## config.mk

```make
export PLATFORM = sky130hd
export DESIGN_NAME = row_buf_writer_flat
export DESIGN_NICKNAME = d
export VERILOG_FILES = /design/src/rtl/row_buf_writer_pkg.sv /design/src/rtl/row_buf_writer_if.sv /design/src/rtl/row_buf_occ_cnt.sv /design/src/rtl/row_buf_writer.sv /design/src/flat_wrapper.sv
export SDC_FILE = /design/constraint.sdc
export NUM_CORES = 1
export LEC_CHECK = 0
export BUFFER_PORTS_ARGS = -buffer_cell sky130_fd_sc_hd__buf_4
export CORE_UTILIZATION = 52
export CTS_CLUSTER_DIAMETER = 50
export DETAILED_ROUTE_END_ITERATION = 16
export PLACE_DENSITY = 0.78
export RECOVER_POWER = 25
export SETUP_SLACK_MARGIN = 0.3
export SLEW_MARGIN = 0
export SYNTH_ARGS = -nofsm -noshare
export SYNTH_HDL_FRONTEND = slang
export SYNTH_SLANG_ARGS = --single-unit
export TNS_END_PERCENT = 5
```

## constraint.sdc

```tcl
create_clock -name i_clk -period 2.95 [get_ports i_clk]
set_input_delay 0.295 -clock i_clk [delete_from_list [all_inputs] [get_ports i_clk]]
set_output_delay 0.295 -clock i_clk [all_outputs]
set_load 0.02 [all_outputs]
```

## src/rtl/row_buf_writer_pkg.sv

```systemverilog
// Shared types and helpers for the row-buffer writer.
// Contents:
//   state_t     - writer FSM state (IDLE/FILL/WAIT), 2-bit encoding
//   calc_limit  - number of entries in one full window batch (ROW*COL)
//   idx_width   - width of a position index counting 0..n-1, at least 1 bit
package row_buf_pkg;

  typedef enum logic [1:0] {
    IDLE = 2'd0,
    FILL = 2'd1,
    WAIT = 2'd2
  } state_t;

  function automatic int calc_limit(input int rows, input int cols);
    return rows * cols;
  endfunction

  function automatic int idx_width(input int n);
    return (n <= 1) ? 1 : $clog2(n);
  endfunction

endpackage

```

## src/rtl/row_buf_writer_if.sv

```systemverilog
// Pixel stream into the row-buffer writer.
// Signals:
//   i_data  - pixel, driven by the source
//   i_valid - source has a pixel on i_data
//   o_ready - writer accepts this cycle
// Handshake: a pixel moves when i_valid && o_ready are both high at a rising
// clock edge. While i_valid is high and o_ready is low the source holds i_data
// stable. o_ready may change regardless of i_valid.
// Modports: master = pixel source, slave = writer.
interface row_buf_writer_if #(
  parameter int W_DATA = 8
);
  logic [W_DATA-1:0] i_data;
  logic              i_valid;
  logic              o_ready;

  modport master (output i_data, output i_valid, input o_ready);
  modport slave  (input i_data, input i_valid, output o_ready);
endinterface

```

## src/rtl/row_buf_occ_cnt.sv

```systemverilog
// Up/down saturating occupancy counter.
// Ports:
//   clk, rst  - clock, async active-high reset
//   inc       - one entry added this cycle
//   dec       - one entry removed this cycle (ignored when count is 0)
//   count     - registered occupancy
//   count_nxt - occupancy after the coming edge
//   eq_limit  - registered flag, high while count == LIMIT
module row_buf_occ_cnt #(
  parameter int W     = 9,
  parameter int LIMIT = 27
) (
  input  logic         clk,
  input  logic         rst,
  input  logic         inc,
  input  logic         dec,
  output logic [W-1:0] count,
  output logic [W-1:0] count_nxt,
  output logic         eq_limit
);

  localparam logic [W-1:0] LIM = W'(LIMIT);

  logic dec_eff;

  // A pop from an empty count is meaningless and is dropped.
  assign dec_eff = dec && (count != '0);

  always_comb begin
    count_nxt = count;
    if (inc && !dec_eff) begin
      if (count < LIM) count_nxt = count + 1'b1;
    end else if (dec_eff && !inc) begin
      count_nxt = count - 1'b1;
    end
  end

  always_ff @(posedge clk or posedge rst) begin
    if (rst) begin
      count    <= '0;
      eq_limit <= 1'b0;
    end else begin
      count    <= count_nxt;
      eq_limit <= (count_nxt == LIM);
    end
  end

endmodule

```

## src/rtl/row_buf_writer.sv

```systemverilog
// Row-buffer writer: takes a pixel stream and pushes it into the row-buffer
// FIFO one cycle after each accept, tracks FIFO occupancy against reader pops,
// stops accepting at one full window batch (ROW*COL) and reports occupancy and
// window position of the last accepted pixel.
// Ports:
//   i_clk, i_rst        - clock, async active-high reset
//   i_enable            - level, permits filling
//   pix                 - pixel stream (slave modport)
//   i_fifo_full         - FIFO full, gates o_ready only
//   i_fifo_rd_en        - reader pop strobe
//   o_fifo_wr_en/_data  - registered FIFO write
//   o_occupants         - tracked occupancy
//   o_batch_ready       - occupancy equals ROW*COL
//   o_col_idx/o_row_idx - position of the last accepted pixel
//   o_last              - pulse with the write of element (ROW-1, COL-1)
//   o_err               - sticky error, only with ROW_BUF_WR_ERR_EN defined
//   o_state             - FSM state for observation
// Macro ROW_BUF_WR_ERR_EN enables the underflow / occupancy-mismatch error.
module row_buf_writer
  import row_buf_pkg::*;
#(
  parameter int COL    = 3,
  parameter int ROW    = 9,
  parameter int W_ADDR = 8,
  parameter int W_DATA = 8
) (
  input  logic                      i_clk,
  input  logic                      i_rst,
  input  logic                      i_enable,
  row_buf_writer_if.slave           pix,
  input  logic                      i_fifo_full,
  input  logic                      i_fifo_rd_en,
  output logic                      o_fifo_wr_en,
  output logic [W_DATA-1:0]         o_fifo_wr_data,
  output logic [W_ADDR:0]           o_occupants,
  output logic                      o_batch_ready,
  output logic [idx_width(COL)-1:0] o_col_idx,
  output logic [idx_width(ROW)-1:0] o_row_idx,
  output logic                      o_last,
  output logic                      o_err,
  output state_t                    o_state
);

  localparam int WC    = idx_width(COL);
  localparam int WR    = idx_width(ROW);
  localparam int LIMIT = calc_limit(ROW, COL);

  localparam logic [W_ADDR:0] LIM      = (W_ADDR + 1)'(LIMIT);
  localparam logic [WC-1:0]   COL_LAST = WC'(COL - 1);
  localparam logic [WR-1:0]   ROW_LAST = WR'(ROW - 1);

  state_t          state;
  logic            accept;
  logic [W_ADDR:0] occ_nxt;
  // Position the next accepted pixel will take.
  logic [WC-1:0]   pos_col;
  logic [WR-1:0]   pos_row;

  assign pix.o_ready = (state == FILL) && !i_fifo_full && (o_occupants < LIM);
  assign accept      = pix.i_valid && pix.o_ready;
  assign o_state     = state;

  row_buf_occ_cnt #(
    .W     (W_ADDR + 1),
    .LIMIT (LIMIT)
  ) u_occ (
    .clk       (i_clk),
    .rst       (i_rst),
    .inc       (accept),
    .dec       (i_fifo_rd_en),
    .count     (o_occupants),
    .count_nxt (occ_nxt),
    .eq_limit  (o_batch_ready)
  );

  always_ff @(posedge i_clk or posedge i_rst) begin
    if (i_rst) begin
      state          <= IDLE;
      o_fifo_wr_en   <= 1'b0;
      o_fifo_wr_data <= '0;
      o_col_idx      <= '0;
      o_row_idx      <= '0;
      o_last         <= 1'b0;
      pos_col        <= '0;
      pos_row        <= '0;
    end else begin
      o_fifo_wr_en <= accept;
      o_last       <= accept && (pos_col == COL_LAST) && (pos_row == ROW_LAST);

      if (accept) begin
        o_fifo_wr_data <= pix.i_data;
        o_col_idx      <= pos_col;
        o_row_idx      <= pos_row;
        if (pos_col == COL_LAST) begin
          pos_col <= '0;
          pos_row <= (pos_row == ROW_LAST) ? '0 : pos_row + 1'b1;
        end else begin
          pos_col <= pos_col + 1'b1;
        end
      end

      // Transitions look at the post-update occupancy so the batch boundary
      // and the first pop are seen on the same edge that changes the count.
      case (state)
        IDLE: if (i_enable) state <= FILL;
        FILL: begin
          if (occ_nxt == LIM) state <= WAIT;
          else if (!i_enable) state <= IDLE;
        end
        WAIT: if (occ_nxt < LIM) state <= i_enable ? FILL : IDLE;
        default: state <= IDLE;
      endcase
    end
  end

`ifdef ROW_BUF_WR_ERR_EN
  // Underflow: a pop with nothing tracked. Mismatch: the FIFO claims full
  // while we believe at least two slots are still free.
  always_ff @(posedge i_clk or posedge i_rst) begin
    if (i_rst) begin
      o_err <= 1'b0;
    end else if ((i_fifo_rd_en && (o_occupants == '0)) ||
                 (i_fifo_full && (o_occupants < LIM - 1'b1))) begin
      o_err <= 1'b1;
    end
  end
`else
  assign o_err = 1'b0;
`endif

endmodule

```

## src/flat_wrapper.sv

```systemverilog
// flat-port wrapper written by rule: the top's interface ports become plain ports
module row_buf_writer_flat import row_buf_pkg::*;
#(
  parameter int COL    = 3,
  parameter int ROW    = 9,
  parameter int W_ADDR = 8,
  parameter int W_DATA = 8
)
  (i_clk, i_rst, i_enable, i_fifo_full, i_fifo_rd_en, o_fifo_wr_en, o_fifo_wr_data, o_occupants, o_batch_ready, o_col_idx, o_row_idx, o_last, o_err, o_state, pix_i_data, pix_i_valid, pix_o_ready);
  row_buf_writer_if #(.W_DATA(W_DATA)) pix_i ();
  input  logic i_clk;
  input  logic i_rst;
  input  logic i_enable;
  input  logic i_fifo_full;
  input  logic i_fifo_rd_en;
  output logic o_fifo_wr_en;
  output logic [W_DATA-1:0] o_fifo_wr_data;
  output logic [W_ADDR:0] o_occupants;
  output logic o_batch_ready;
  output logic [idx_width(COL)-1:0] o_col_idx;
  output logic [idx_width(ROW)-1:0] o_row_idx;
  output logic o_last;
  output logic o_err;
  output state_t o_state;
  input wire logic [$bits(pix_i.i_data)-1:0] pix_i_data;
  input wire logic [$bits(pix_i.i_valid)-1:0] pix_i_valid;
  output wire logic [$bits(pix_i.o_ready)-1:0] pix_o_ready;
  assign pix_i.i_data = pix_i_data;
  assign pix_i.i_valid = pix_i_valid;
  assign pix_o_ready = pix_i.o_ready;
  row_buf_writer #(.COL(COL), .ROW(ROW), .W_ADDR(W_ADDR), .W_DATA(W_DATA)) u_core (.i_clk(i_clk), .i_rst(i_rst), .i_enable(i_enable), .pix(pix_i), .i_fifo_full(i_fifo_full), .i_fifo_rd_en(i_fifo_rd_en), .o_fifo_wr_en(o_fifo_wr_en), .o_fifo_wr_data(o_fifo_wr_data), .o_occupants(o_occupants), .o_batch_ready(o_batch_ready), .o_col_idx(o_col_idx), .o_row_idx(o_row_idx), .o_last(o_last), .o_err(o_err), .o_state(o_state));
endmodule
```

==> results.py, run 1 <==
metrics = {
    "run_status": {
        "outcome": "complete, but fails checks",
        "violations": "max-capacitance violations, max-slew violations",
    },
    "sta": {
        "period_share": 0.867,
        "max_freq_mhz": 391,
        "rsz0062_at_grt": "false",
        "final-setup-viol-count": 0,
        "finalHoldViolCount": 0,
        "finalWorstSetupSlack_ns": 0.394,
        "tns_ns": 0,
        "hold_ws_ns": 0.151,
        "maxSlewHeadroom": -0.172,
        "skew_ns": 0.00303,
        "worst_slew_pin_slew_ns": 1.76,
        "min_period_ns": 2.56,
        "report.final.slew_viol_count": 35,
    },
    "synth": {
        "synth_seq_cells": 34,
        "yosysWarnings": 0,
        "netlist_area_um2": 1790,
        "synth_seq_area_share": 0.477,
        "synth_commonest_cells": "56 x nand2_1, 34 x dfrtp_1, 10 x o21ai_0",
        "synth_area_leaders": "dfrtp_1 48%, nand2_1 12%, ha_1 2.8%",
        "synthFlopType": "dfrtp_1",
        "synth_top_area_cell": "dfrtp_1",
        "syn_area_per_cell_um2": 9.76,
        "synth_top_area_frac": 0.477,
        "netlist_instances": 183,
        "yosysMostFrequentCell": "nand2_1",
        "synth_async_sr_flop_share": 1.00,
        "syn_nets": 201,
        "synth_cell_types": 47,
        "synth_edf_count": 0,
    },
    "floorplanning": {
        "rows": 20,
        "die_x_um": 60.6,
        "die-area_um2": 3670,
        "die_y_um": 60.6,
        "core_um2": 3150,
        "start_util": 0.566,
        "ios": 44,
    },
    "worst_setup_path": {
        "max_stage_delay_ns": 0.49,
        "regToRegSetupSlack_ns": 0.39,
        "worst-setup-path-type": "reg2reg",
        "crit_fanout": 6,
        "worst_setup_path_end_kind": "flip-flop",
        "cp.buffers_inverters": 1,
        "critPathRequiredTime_ns": 3.18,
        "crit_path_cell_trace": "inv_2 > ha_4 > or4b_4 > o21ai_4 > xnor2_2 > o211ai_2 > or3b_4 > o2111a_1",
        "worst_setup_path_start_kind": "flip-flop",
        "cpLargestDelayFamily": "simple AND/OR/NAND/NOR gates",
        "cp_data_arrival_time_ns": 2.78,
        "critPathSlowestCell": "or4b_4",
    },
    "grt": {
        "grt_pass1_wl_mm": 6.24,
        "grt_pass1_vias": 1457,
        "overflow": 0,
        "grt_max_degree": 35,
        "antenna_found_initial": 0,
        "grt_usage": 0.230,
    },
    "route": {
        "postRouteWirelength_mm": 3.86,
        "drt-wirelength-per-cell_um": 14.0,
        "drc": 0,
        "vias_per_cell": 5.50,
        "antenna_left": 0,
        "dr.pass1.iters": 4,
        "vias": 1519,
        "drt_iter0_markers": 39,
    },
    "clock_network": {
        "clkLatencyLatePin_ns": 0.33,
        "htreeDepth": 2,
        "cts_tree": "built",
        "hold_buffers": 0,
        "cts_made_buffers": 5,
        "cts-root-buf": "clkbuf_4",
        "clock_sinks": 34,
        "clk_pin_slew_ns": 0.11,
        "clockBufferDepth": 2,
    },
    "power": {
        "power_switching_mw": 0.910,
        "comb_power_share": 0.481,
        "internal-power_mw": 1.19,
        "power_mw": 2.10,
        "peakVddDrop_v": 0.000494,
        "p_per_area_nw_per_um2": 926,
        "seqPwrFrac": 0.389,
        "switching_share": 0.433,
        "clkPwrFrac": 0.130,
        "power_leakage_nw": 1.06,
    },
    "placed_design": {
        "pre_cts_slack_ns": 0.233,
        "gp_congestion": 0.904,
        "io_buffer_count": 42,
        "dp_hpwl_mm": 2.70,
    },
    "finish": {
        "layout-drive-gt1-share": 0.349,
        "n_antenna_cell": 0,
        "area_growth_pct": 27.2,
        "nNetsFinal": 249,
        "postLayoutCoreUtil": 0.720,
    },
    "flow_run": {
        "cap_violations": 1,
    },
    "worst_hold_path": {
        "hold_path.class": "in2reg",
    },
}
## area by class of cell
type	count	area, um2
Inverter	6	27.5
Tap cell	44	55.1
Clock buffer	6	51.3
Clock inverter	2	12.5
Multi-Input combinational cell	135	903
Timing Repair Buffer	49	364
Fill cell	260	882
Sequential cell	34	857
## sequential cells by signal (all words and copies together) (netlist names), 2 cells and up
name and count:
u_core.o_col_idx 2, u_core.o_row_idx 4, u_core.o_fifo_wr_data 8, u_core.u_occ.count 9, u_core.pos_row 4, u_core.o_state 2
u_core.pos_col 2
## metrics by stage
step	area (um2)	cells
after CTS	2220	273
after global routing	2270	276
after floorplan	1790	183
after detailed placement	2120	263
after global placement	2120	263
final	2270	276
## tightest hold or removal path, stage by stage
cell and delay [ns]:
buf_4 0.08, nand2_1 0.04, nand2_1 0.04
## layer usage
metal / track usage / vias up / wire [um]
li1: - / 729 / -
met1: 0.291 / 735 / 1700
met2: 0.385 / 44 / 1930
met3: 0.0469 / 11 / 179
met4: 0.0974 / 0 / 50
met5: 0 / - / 0
## cells by family after synthesis
logic type      after synthesis  synth area share
flops                        34             0.477
buf+inv                      14            0.0406
mux                           5            0.0294
compound gates               27             0.129
xor+xnor                      7            0.0343
other cells                   1           0.00210
fa+ha+maj                     6            0.0392
simple gates                 89             0.249
## worst paths after layout
kind                       cells after the start                                   end                            startpoint
setup / recovery                               8         u_core.o_state[0]$_DFFE_PP0P_       u_core.u_occ.count[1]$_DFF_PP0_
hold / removal                                 3  u_core.o_fifo_wr_data[0]$_DFFE_PP0P_                         pix_i_data[0]
setup reg to reg                               8         u_core.o_state[0]$_DFFE_PP0P_       u_core.u_occ.count[1]$_DFF_PP0_
hold reg to reg                                2  u_core.o_fifo_wr_data[0]$_DFFE_PP0P_  u_core.o_fifo_wr_data[0]$_DFFE_PP0P_
max in group asynchronous                      3       u_core.u_occ.count[3]$_DFF_PP0_                                 i_rst
min in group asynchronous                      3       u_core.u_occ.count[0]$_DFF_PP0_                                 i_rst
## repair_timing
action / in CTS / in global routing
setup endpoints to repair: 2 / 2
gates resized for setup: 5 / 10
pin swaps: 2 / 3
setup buffers: 2 / 3
## cells in the final DEF, fill, tap and decap left out, types with 2 or more instances in the layout
master and count:
a21boi_0 2, a21oi_1 2, buf_4 47, clkbuf_4 6, dfrtp_1 29, dfrtp_2 5
ha_1 3, inv_1 3, inv_2 2, maj3_1 2, mux2_2 2, mux2i_1 3
nand2_1 56, nand3_1 3, nand3b_1 2, nand4_1 2, nor2_1 6, nor2b_1 3
nor3_1 2, nor3b_1 2, o2111ai_1 2, o211ai_2 2, o21ai_0 10, xnor2_1 4
## power by group through the flow
stage / clock network, mW / registers, mW / logic [mW]
floorplan: 0 / 0.923 / 0.483
global placement: 0 / 0.809 / 0.882
detailed placement: 0 / 0.827 / 0.906
CTS: 0.280 / 0.811 / 0.950
global route: 0.299 / 0.843 / 1.11
finish: 0.272 / 0.818 / 1.01
Note: power is estimated with default switching activity, not from simulation.
==> inputs of run 2 (changes only) <==
- ABC_AREA: unset -> 1
- CORE_MARGIN: unset -> 2
- CORE_UTILIZATION: 52 -> 45
- PLACE_DENSITY: 0.78 -> 0.69
==> run 2 against run 1 <==
The flow still finishes with violations (max-capacitance violations, max-slew violations). Via count rose by 4.9%. Power is 22% higher. Die area grew 25%. Setup slack better by 0.23 ns. Final cell count is 18% higher. First-iteration DRC count grew to 3.6 times the previous value. Critical endpoint unchanged. Largest cell class is now sequential cells. Highest routed layer unchanged.
==> results.py, run 2 <==
metrics = {
    "synth": {
        "synth_xor_area_frac": 0.0335,
        "synth-compound-area-share": 0.0635,
        "synth_cell_types": 28,
        "synth_async_sr_flop_share": 1.00,
        "netlist_instances": 230,
        "synthSimpleGateAreaFrac": 0.327,
        "synth_top_area_cell": "dfrtp_1",
        "yosysWarnings": 0,
        "synth_area_leaders": "dfrtp_1 46%, nand2_1 14%, inv_1 5.5%",
        "yosysMostFrequentCell": "nand2_1",
        "netlist_area_um2": 1830,
        "synth_top_family_by_area": "simple AND/OR/NAND/NOR gates",
        "muxShareOfSynthArea": 0,
        "synth_seq_cells": 34,
        "synth_top_area_frac": 0.464,
        "synth_edf_count": 0,
        "syn_area_per_cell_um2": 7.96,
        "synth_seq_area_share": 0.464,
        "synthFlopType": "dfrtp_1",
        "synthAdderAreaFrac": 0.0273,
        "synth_commonest_cells": "68 x nand2_1, 34 x dfrtp_1, 27 x inv_1",
        "syn_nets": 248,
    },
    "placed_design": {
        "dp_cells": 319,
        "gp_congestion": 0.842,
        "dp_hpwl_mm": 2.78,
        "io_buffer_count": 42,
        "placed_cell_area_um2": 2200,
    },
    "sta": {
        "maxSlewHeadroom": -0.187,
        "worst_slew_pin_slew_ns": 1.78,
        "finalHoldViolCount": 0,
        "report.final.slew_viol_count": 35,
        "final-setup-viol-count": 0,
        "period_share": 0.789,
        "skew_ns": 0.00644,
        "min_period_ns": 2.33,
        "tns_ns": 0,
        "max_freq_mhz": 430,
        "rsz0062_at_grt": "false",
    },
    "grt": {
        "grt_pass1_vias": 1461,
        "overflow": 0,
        "antenna_found_initial": 0,
        "grt_max_degree": 35,
        "grt_pass1_wl_mm": 6.29,
        "grt_usage": 0.184,
    },
    "worst_setup_path": {
        "cp_data_arrival_time_ns": 2.50,
        "crit_fanout": 14,
        "cp_common_cell": "nand2_1",
        "cp.buffers_inverters": 3,
        "cpLargestDelayFamily": "simple AND/OR/NAND/NOR gates",
        "critPathRequiredTime_ns": 3.12,
        "worst_setup_path_start_kind": "flip-flop",
        "crit_path_cell_trace": "inv_1 > nand2_1 > nor2_1 > nand4_4 > inv_2 > nand2_4 > nand2_1 > nand2_1 > nand2_2 > inv_2 > nor2_2 > nand2_1 > nand3_1 > nand2_1 > nand2_1 > nand2_1",
        "critPathSlowestCell": "dfrtp_1",
        "worst-setup-path-type": "reg2reg",
        "worst_setup_path_end_kind": "flip-flop",
        "regToRegSetupSlack_ns": 0.62,
        "max_stage_delay_ns": 0.38,
    },
    "route": {
        "drc": 0,
        "vias": 1594,
        "drt-wirelength-per-cell_um": 12.0,
        "vias_per_cell": 4.87,
        "antenna_left": 0,
        "dr.pass1.iters": 4,
        "postRouteWirelength_mm": 3.93,
        "drt_iter0_markers": 142,
    },
    "clock_network": {
        "clock_sinks": 34,
        "cts_tree": "built",
        "cts_made_buffers": 5,
        "clkLatencyLatePin_ns": 0.28,
        "clockBufferDepth": 2,
        "htreeDepth": 2,
        "cts-root-buf": "clkbuf_8",
        "cts_setup_buffers": 0,
        "clk_pin_slew_ns": 0.06,
    },
    "floorplanning": {
        "die_y_um": 67.8,
        "die-area_um2": 4600,
        "ios": 44,
        "start_util": 0.461,
        "die_x_um": 67.8,
        "core_um2": 3970,
        "rows": 23,
    },
    "flow_run": {
        "cap_violations": 1,
    },
    "power": {
        "peakVddDrop_v": 0.000430,
        "p_per_area_nw_per_um2": 1110,
        "power_leakage_nw": 1.26,
        "power_mw": 2.57,
    },
    "finish": {
        "area_growth_pct": 26.6,
        "largest_reg_flops": 9,
        "final_common_cell": "nand2_1",
        "n_antenna_cell": 0,
        "final_cell_mix": "68 x nand2_1, 41 x buf_4, 34 x dfrtp_1",
        "fin_area_um2": 2320,
        "final_cells": 327,
        "reg_top3": "u_core.u_occ.count: 9 flops, u_core.o_fifo_wr_data: 8 flops",
        "top_register": "u_core.u_occ.count",
        "layout-drive-gt1-share": 0.282,
        "nNetsFinal": 295,
    },
    "run_status": {
        "outcome": "complete, but fails checks",
        "violations": "max-capacitance violations, max-slew violations",
    },
    "worst_hold_path": {
        "hold_path.class": "in2reg",
    },
}
run 2: per-stage QoR:
| stage | hold WS, ns | utilization | worst slack (ns) |
|---|---|---|---|
| 2_1_floorplan | 0.405 | - | 0.903 |
| 3_3_place_gp | 0.420 | 0.553 | 0.663 |
| 3_5_place_dp | 0.421 | 0.553 | 0.573 |
| 4_1_cts | 0.110 | 0.582 | 0.501 |
| 5_1_grt | 0.206 | 0.584 | 0.373 |
| 6_report | 0.205 | 0.584 | 0.622 |
run 2: logic make-up (layout without fill, tap and decap cells):
group	count (synthesis)	in the layout
other	1	1
flip-flops	34	34
buffers and inverters	38	84
AO/OA/AOI/OAI	18	18
XOR/XNOR	7	7
adder cells (fa/ha/maj)	4	4
AND/OR/NAND/NOR	128	129
run 2: power by group:
group	internal [mW]	switching, mW	total [mW]	leakage [nW]
logic	0.496	0.829	1.32	0.785
clock network	0.270	0.159	0.429	0.0573
registers	0.662	0.159	0.820	0.419
run 2: cell type report:
cell class	count	area, um2
inverter	34	130
sequential	34	851
fill	387	1650
timing repair buffer	43	319
multi-input combinational	159	843
clock inverter	1	30.0
clock buffer	6	82.6
tap	50	62.6
run 2: layer usage:
metal / track usage / vias to the layer above / share of wire
li1: - / 806 / -
met1: 0.239 / 733 / 0.46
met2: 0.297 / 50 / 0.45
met3: 0.0450 / 5 / 0.070
met4: 0.0700 / 0 / 0.012
met5: 0 / - / 0
run 2: repair_timing:
action / 4_1_cts / 5_1_grt
endpoints found under the setup margin: 0 / 2
hold endpoints to repair: 0 / 0
hold buffers: 0 / 0
gates resized for setup: 0 / 0
run 2: final timing paths:
| check | from | to | cells after the start |
|---|---|---|---|
| hold reg to reg | u_core.o_fifo_wr_data[2]$_DFFE_PP0P_ | u_core.o_fifo_wr_data[2]$_DFFE_PP0P_ | 2 |
| setup reg to reg | u_core.o_state[1]$_DFFE_PP0P_ | u_core.o_state[0]$_DFFE_PP0P_ | 16 |
| max in group asynchronous | i_rst | u_core.o_fifo_wr_en$_DFF_PP0_ | 3 |
| hold / removal | pix_i_data[5] | u_core.o_fifo_wr_data[5]$_DFFE_PP0P_ | 3 |
| min in group asynchronous | i_rst | u_core.u_occ.count[6]$_DFF_PP0_ | 3 |
| setup / recovery | u_core.o_state[1]$_DFFE_PP0P_ | u_core.o_state[0]$_DFFE_PP0P_ | 16 |
run 2: worst reg2reg max path, cell delays in order, from the launching register on:
cell and delay [ns]:
dfrtp_1 0.38, inv_1 0.07, nand2_1 0.11, nor2_1 0.33, nand4_4 0.30, inv_2 0.27
nand2_4 0.11, nand2_1 0.07, nand2_1 0.06, nand2_2 0.08, inv_2 0.04, nor2_2 0.11
nand2_1 0.08, nand3_1 0.08, nand2_1 0.07, nand2_1 0.05, nand2_1 0.04
